**src/rtl/sync_pulse_filter.sv**
```systemverilog
// rtl/sync_pulse_filter.sv - synchronising inertial glitch filter with edge strobes
//
// Synchronises an asynchronous level, then only passes a new level once it
// has been seen for FILTER_CYCLES consecutive synchronised samples while en=1.
// Shorter excursions are dropped and, when GLITCH_COUNT_EN is defined,
// counted in a saturating glitch counter.
//
// Optional feature macro: GLITCH_COUNT_EN (adds the glitch_cnt port and logic)
//
// Ports:
//   clk        rising-edge clock
//   rst        synchronous active-high reset
//   a_in       asynchronous raw input level
//   en         qualification enable
//   y_out      filtered, synchronised level
//   rise       one-cycle strobe on y_out 0->1
//   fall       one-cycle strobe on y_out 1->0
//   busy       high while a transition is being qualified
//   glitch_cnt saturating count of rejected transitions (GLITCH_COUNT_EN only)
module sync_pulse_filter #(
  parameter int FILTER_CYCLES = 4,
  parameter int SYNC_STAGES   = 2,
  parameter int CNT_W         = 8
) (
  input  logic             clk,
  input  logic             rst,
  input  logic             a_in,
  input  logic             en,
  output logic             y_out,
  output logic             rise,
  output logic             fall,
`ifdef GLITCH_COUNT_EN
  output logic [CNT_W-1:0] glitch_cnt,
`endif
  output logic             busy
);

  localparam logic [7:0] FC = 8'(FILTER_CYCLES);

  typedef enum logic [1:0] {
    STABLE_LO,
    QUAL_HI,
    STABLE_HI,
    QUAL_LO
  } state_t;

  state_t                 state, state_n;
  logic [7:0]             cnt, cnt_n, cnt_inc;
  logic                   y_n, rise_n, fall_n;
  logic [SYNC_STAGES-1:0] sync_q;
  logic                   a_s;

  assign a_s     = sync_q[SYNC_STAGES-1];
  assign cnt_inc = cnt + 8'd1;
  assign busy    = (state == QUAL_HI) || (state == QUAL_LO);

  // Synchroniser runs independently of en so a_s is always current.
  always_ff @(posedge clk) begin
    if (rst) begin
      sync_q <= '0;
    end else begin
      sync_q <= {sync_q[SYNC_STAGES-2:0], a_in};
    end
  end

  always_ff @(posedge clk) begin
    if (rst) begin
      state <= STABLE_LO;
      cnt   <= 8'd0;
      y_out <= 1'b0;
      rise  <= 1'b0;
      fall  <= 1'b0;
    end else begin
      state <= state_n;
      cnt   <= cnt_n;
      y_out <= y_n;
      rise  <= rise_n;
      fall  <= fall_n;
    end
  end

  always_comb begin
    state_n = state;
    cnt_n   = cnt;
    y_n     = y_out;
    rise_n  = 1'b0;
    fall_n  = 1'b0;
    case (state)
      STABLE_LO: begin
        if (en && a_s) begin
          if (FC == 8'd1) begin
            // A one-sample filter accepts the new level immediately.
            state_n = STABLE_HI;
            y_n     = 1'b1;
            rise_n  = 1'b1;
            cnt_n   = 8'd0;
          end else begin
            state_n = QUAL_HI;
            cnt_n   = 8'd1;
          end
        end
      end
      QUAL_HI: begin
        if (!en) begin
          state_n = STABLE_LO;
          cnt_n   = 8'd0;
        end else if (a_s) begin
          if (cnt_inc == FC) begin
            state_n = STABLE_HI;
            y_n     = 1'b1;
            rise_n  = 1'b1;
            cnt_n   = 8'd0;
          end else begin
            cnt_n = cnt_inc;
          end
        end else begin
          state_n = STABLE_LO;
          cnt_n   = 8'd0;
        end
      end
      STABLE_HI: begin
        if (en && !a_s) begin
          if (FC == 8'd1) begin
            state_n = STABLE_LO;
            y_n     = 1'b0;
            fall_n  = 1'b1;
            cnt_n   = 8'd0;
          end else begin
            state_n = QUAL_LO;
            cnt_n   = 8'd1;
          end
        end
      end
      QUAL_LO: begin
        if (!en) begin
          state_n = STABLE_HI;
          cnt_n   = 8'd0;
        end else if (!a_s) begin
          if (cnt_inc == FC) begin
            state_n = STABLE_LO;
            y_n     = 1'b0;
            fall_n  = 1'b1;
            cnt_n   = 8'd0;
          end else begin
            cnt_n = cnt_inc;
          end
        end else begin
          state_n = STABLE_HI;
          cnt_n   = 8'd0;
        end
      end
      default: begin
        state_n = STABLE_LO;
        cnt_n   = 8'd0;
      end
    endcase
  end

`ifdef GLITCH_COUNT_EN
  // A glitch is a qualification that falls back because a_s reverted;
  // an en=0 abort is deliberately not counted.
  logic glitch_inc;

  assign glitch_inc = en && (((state == QUAL_HI) && !a_s) ||
                             ((state == QUAL_LO) &&  a_s));

  always_ff @(posedge clk) begin
    if (rst) begin
      glitch_cnt <= '0;
    end else if (glitch_inc && (glitch_cnt != '1)) begin
      glitch_cnt <= glitch_cnt + 1'b1;
    end
  end
`endif

endmodule

```
**config.mk**
```make
export PLATFORM = sky130hd
export DESIGN_NAME = sync_pulse_filter
export DESIGN_NICKNAME = d
export VERILOG_FILES = /design/src/rtl/sync_pulse_filter.sv
export SDC_FILE = /design/constraint.sdc
export NUM_CORES = 1
export LEC_CHECK = 0
export ABC_AREA = 0
export BUFFER_PORTS_ARGS = -buffer_cell sky130_fd_sc_hd__buf_2
export CAP_MARGIN = 5
export CORE_AREA = 2 2 40 42
export DETAILED_ROUTE_END_ITERATION = 12
export DIE_AREA = 0 0 42 44
export PLACE_DENSITY_LB_ADDON = 0.3
export SYNTH_ARGS = -nofsm -noshare
export SYNTH_HDL_FRONTEND = slang
export SYNTH_SLANG_ARGS = --single-unit
```
**constraint.sdc**
```tcl
create_clock -name clk -period 1.83 [get_ports clk]
set_input_delay 0.0915 -clock clk [delete_from_list [all_inputs] [get_ports clk]]
set_output_delay 0.0915 -clock clk [all_outputs]
set_load 0.05 [all_outputs]
```
==> impl_metrics.csv <==
group,metric,value,unit
route,vias_per_cell,5.455,
synthesis,syn_area_per_cell,9.164,µm²
synthesis,synth_top_area_share,44.28,%
clock_network,cts_setup_buffers,0,
clock_network,clock_latency,0.28,ns
clock_network,numCtsBuffers,3,
power,vdd_drop_max,0.0003429,V
worst_setup_path,crit_path_max_fanout,5,
timing,fin_setup_tns,0,ns
clock_network,cts_sinks,15,
timing,max_freq,0.6563,GHz
clock_network,cts_hold_buf,0,
worst_setup_path,cp-end-kind,"flip-flop",
timing,setup_viol,0,
final_layout,antenna_cells,0,
timing,tightest_slew,0.5005,ns
die,num_rows,14,
run_status,status,"complete, no violations",
final_layout,drive_above_1_share,18.07,%
placement,postPlaceCellArea,724.4,µm²
die,core,1419,µm²
worst_setup_path,cp.required,2.06,ns
clock_network,cts_tree,"yes",
route,drt_wl_total,1229,µm
synthesis,syn_inst,74,
die,dieWidth,42,µm
power,p_leak,0.2705,nW
min_path,hold_path.class,"input pin to flip-flop",
timing,finalWorstPathRequiredPeriod,1.524,ns
route,num_vias,540,
synthesis,ys_seq_area_share,44.28,%
clock_network,htree_levels,1,
die,die_area,1848,µm²
synthesis,syn_area,678.2,µm²
grt,overflow,0,
final_layout,fillers,136,
synthesis,ys_ff_latch,15,
placement,globalplace.congestion,0.7889,
timing,slew_headroom,66.57,%
route,drc,0,
synthesis,synth_cell_types,30,
synthesis,synthTopCellsByArea,"dfxtp_1 44%, o21ai_0 4.4%, nor4b_2 4.4%, nand2_1 3.3%, nand3_1 3.0%",
timing,skew,0.0005567,ns
worst_setup_path,path_class,"flip-flop to flip-flop",
grt,antenna_found_initial,0,
grt,grt_util_met2,25.31,%
final_layout,register_area,300.3,µm²
clock_network,ctsRootBufferMaster,"clkbuf_4",
grt,grt_max_degree,10,
final_layout,final_cell_area,750.7,µm²
timing,rsz0062_at_grt,"false",
power,total_power,0.5357,mW
die,initial_core_util,47.80,%
synthesis,synth_nets,79,
power,p_per_area,713.5,nW/µm²
route,wl_per_cell,12.41,µm
route,ant_nets,0,
die,io_pins,8,
grt,grt_pass1_wl,2118,µm
clock_network,cts_resized,0,
grt,busiest_layer,"met2",
route,drtIter0Drc,12,
grt,use_met1,18.60,%
die,die_h,44,µm
run,drv_cap,0,
worst_setup_path,worstSetupStartpointType,"flip-flop",
grt,grtUsageMet3,2.500,%
synthesis,yosysTopAreaCell,"dfxtp_1",
grt,grtUsageTotal,15.30,%
worst_setup_path,arrival,1.75,ns
placement,portBuffers,7,
clock_network,clk_pin_slew_worst_paths,0.08,ns
synthesis,yosysWarningCount,0,
clock_network,ctsLongestPathBuffers,2,
timing,hold_viol,0,
timing,slew_violations,0,
placement,hpwlAfterDp,916.5,µm
final_layout,nNetsFinal,89,
final_layout,area_growth,10.70,%
timing,finalCritPeriodShare,83.26,%
final_layout,multi_input_area,354.1,µm²
grt,grt_pass1_vias,514,
route,drtPass1Iterations,4,
## flip-flops by register name (all words and copies together) (netlist names)
signal	cells
y_out	1
sync_q	2
fall	1
rise	1
cnt	8
state	2
## layer usage
layer,wire length [µm],vias to the layer above
met5,0,-
met4,25,0
met3,45,3
met2,558,14
met1,600,246
li1,-,277
## stage by stage
step / hold WS, ns / worst slack [ns] / std cells / util [%]
after global placement: 0.3061 / 0.3814 / 95 / 51.06
after floorplan: 0.2178 / 0.4653 / 74 / -
after CTS: 0.01982 / 0.3027 / 99 / 52.91
after detailed placement: 0.3166 / 0.3152 / 95 / 51.06
after global routing: 0.02260 / 0.1537 / 99 / 52.91
final: 0.02276 / 0.3064 / 99 / 52.91
## cell type report
| class | count | area share [%] |
|---|---|---|
| Timing Repair Buffer | 7 | 4.667 |
| Clock buffer | 4 | 3.500 |
| Tap cell | 16 | 2.667 |
| Sequential cell | 15 | 40.00 |
| Inverter | 4 | 2.000 |
| Multi-Input combinational cell | 53 | 47.17 |
## critical path, stage by stage (launching register included)
cell and delay, ns:
dfxtp_1 0.39, ha_1 0.23, nor4b_2 0.25, nand4_1 0.21, nor4b_2 0.27, nand2b_1 0.13
## Yosys cell counts, drive strengths merged
| library cell | count |
|---|---|
| o21a | 1 |
| a22o | 1 |
| nand2b | 2 |
| a21oi | 3 |
| xor2 | 2 |
| dfxtp | 15 |
| nor2 | 3 |
| and4 | 1 |
| o21ai | 6 |
| nor3 | 4 |
| and2 | 1 |
| o41ai | 1 |
| nor2b | 3 |
| nand2 | 6 |
| ha | 1 |
| nand3b | 1 |
| or3 | 3 |
| xnor2 | 2 |
| nand3 | 4 |
| a211oi | 2 |
| nor4b | 2 |
| mux2i | 1 |
| nand4 | 2 |
| or2b | 1 |
| clkbuf | 2 |
| inv | 4 |
## logic make-up (layout without fill, tap and decap cells)
group,count (synthesis),count (layout),share of synthesized area (%)
fa+ha+maj,1,1,1.845
xor+xnor,4,4,6.274
simple gates,33,33,29.34
mux,1,1,1.476
flops,15,15,44.28
compound gates,14,14,13.28
buf+inv,6,15,3.504
## final timing paths
check              endpoint  slack [ns]  depth (start not counted)      start
setup / recovery      y_out        0.31                          5     cnt[0]
hold / removal    sync_q[0]        0.02                          2       a_in
setup reg to reg      y_out        0.31                          5     cnt[0]
hold reg to reg   sync_q[1]        0.45                          1  sync_q[0]
## cells in the final DEF, fill, tap and decap left out, drive strengths merged, types with 2 or more instances in the layout
cell type  Yosys  final
a211oi         2      2
nor2           3      3
dfxtp         15     15
nand4          2      2
buf            0      7
nand3          4      4
nand2b         2      2
xor2           2      2
a21oi          3      3
nor4b          2      2
nor2b          3      3
xnor2          2      2
o21ai          6      6
clkbuf         2      4
inv            4      4
nand2          6      6
or3            3      3
nor3           4      4
## where the power goes
group          internal (mW)  switching (mW)  total (mW)
registers              0.329         0.00330       0.333
logic                0.00852          0.0131      0.0216
clock network         0.0846          0.0969       0.182
total                  0.422           0.113       0.536
Note: power is estimated with default switching activity, not from simulation.
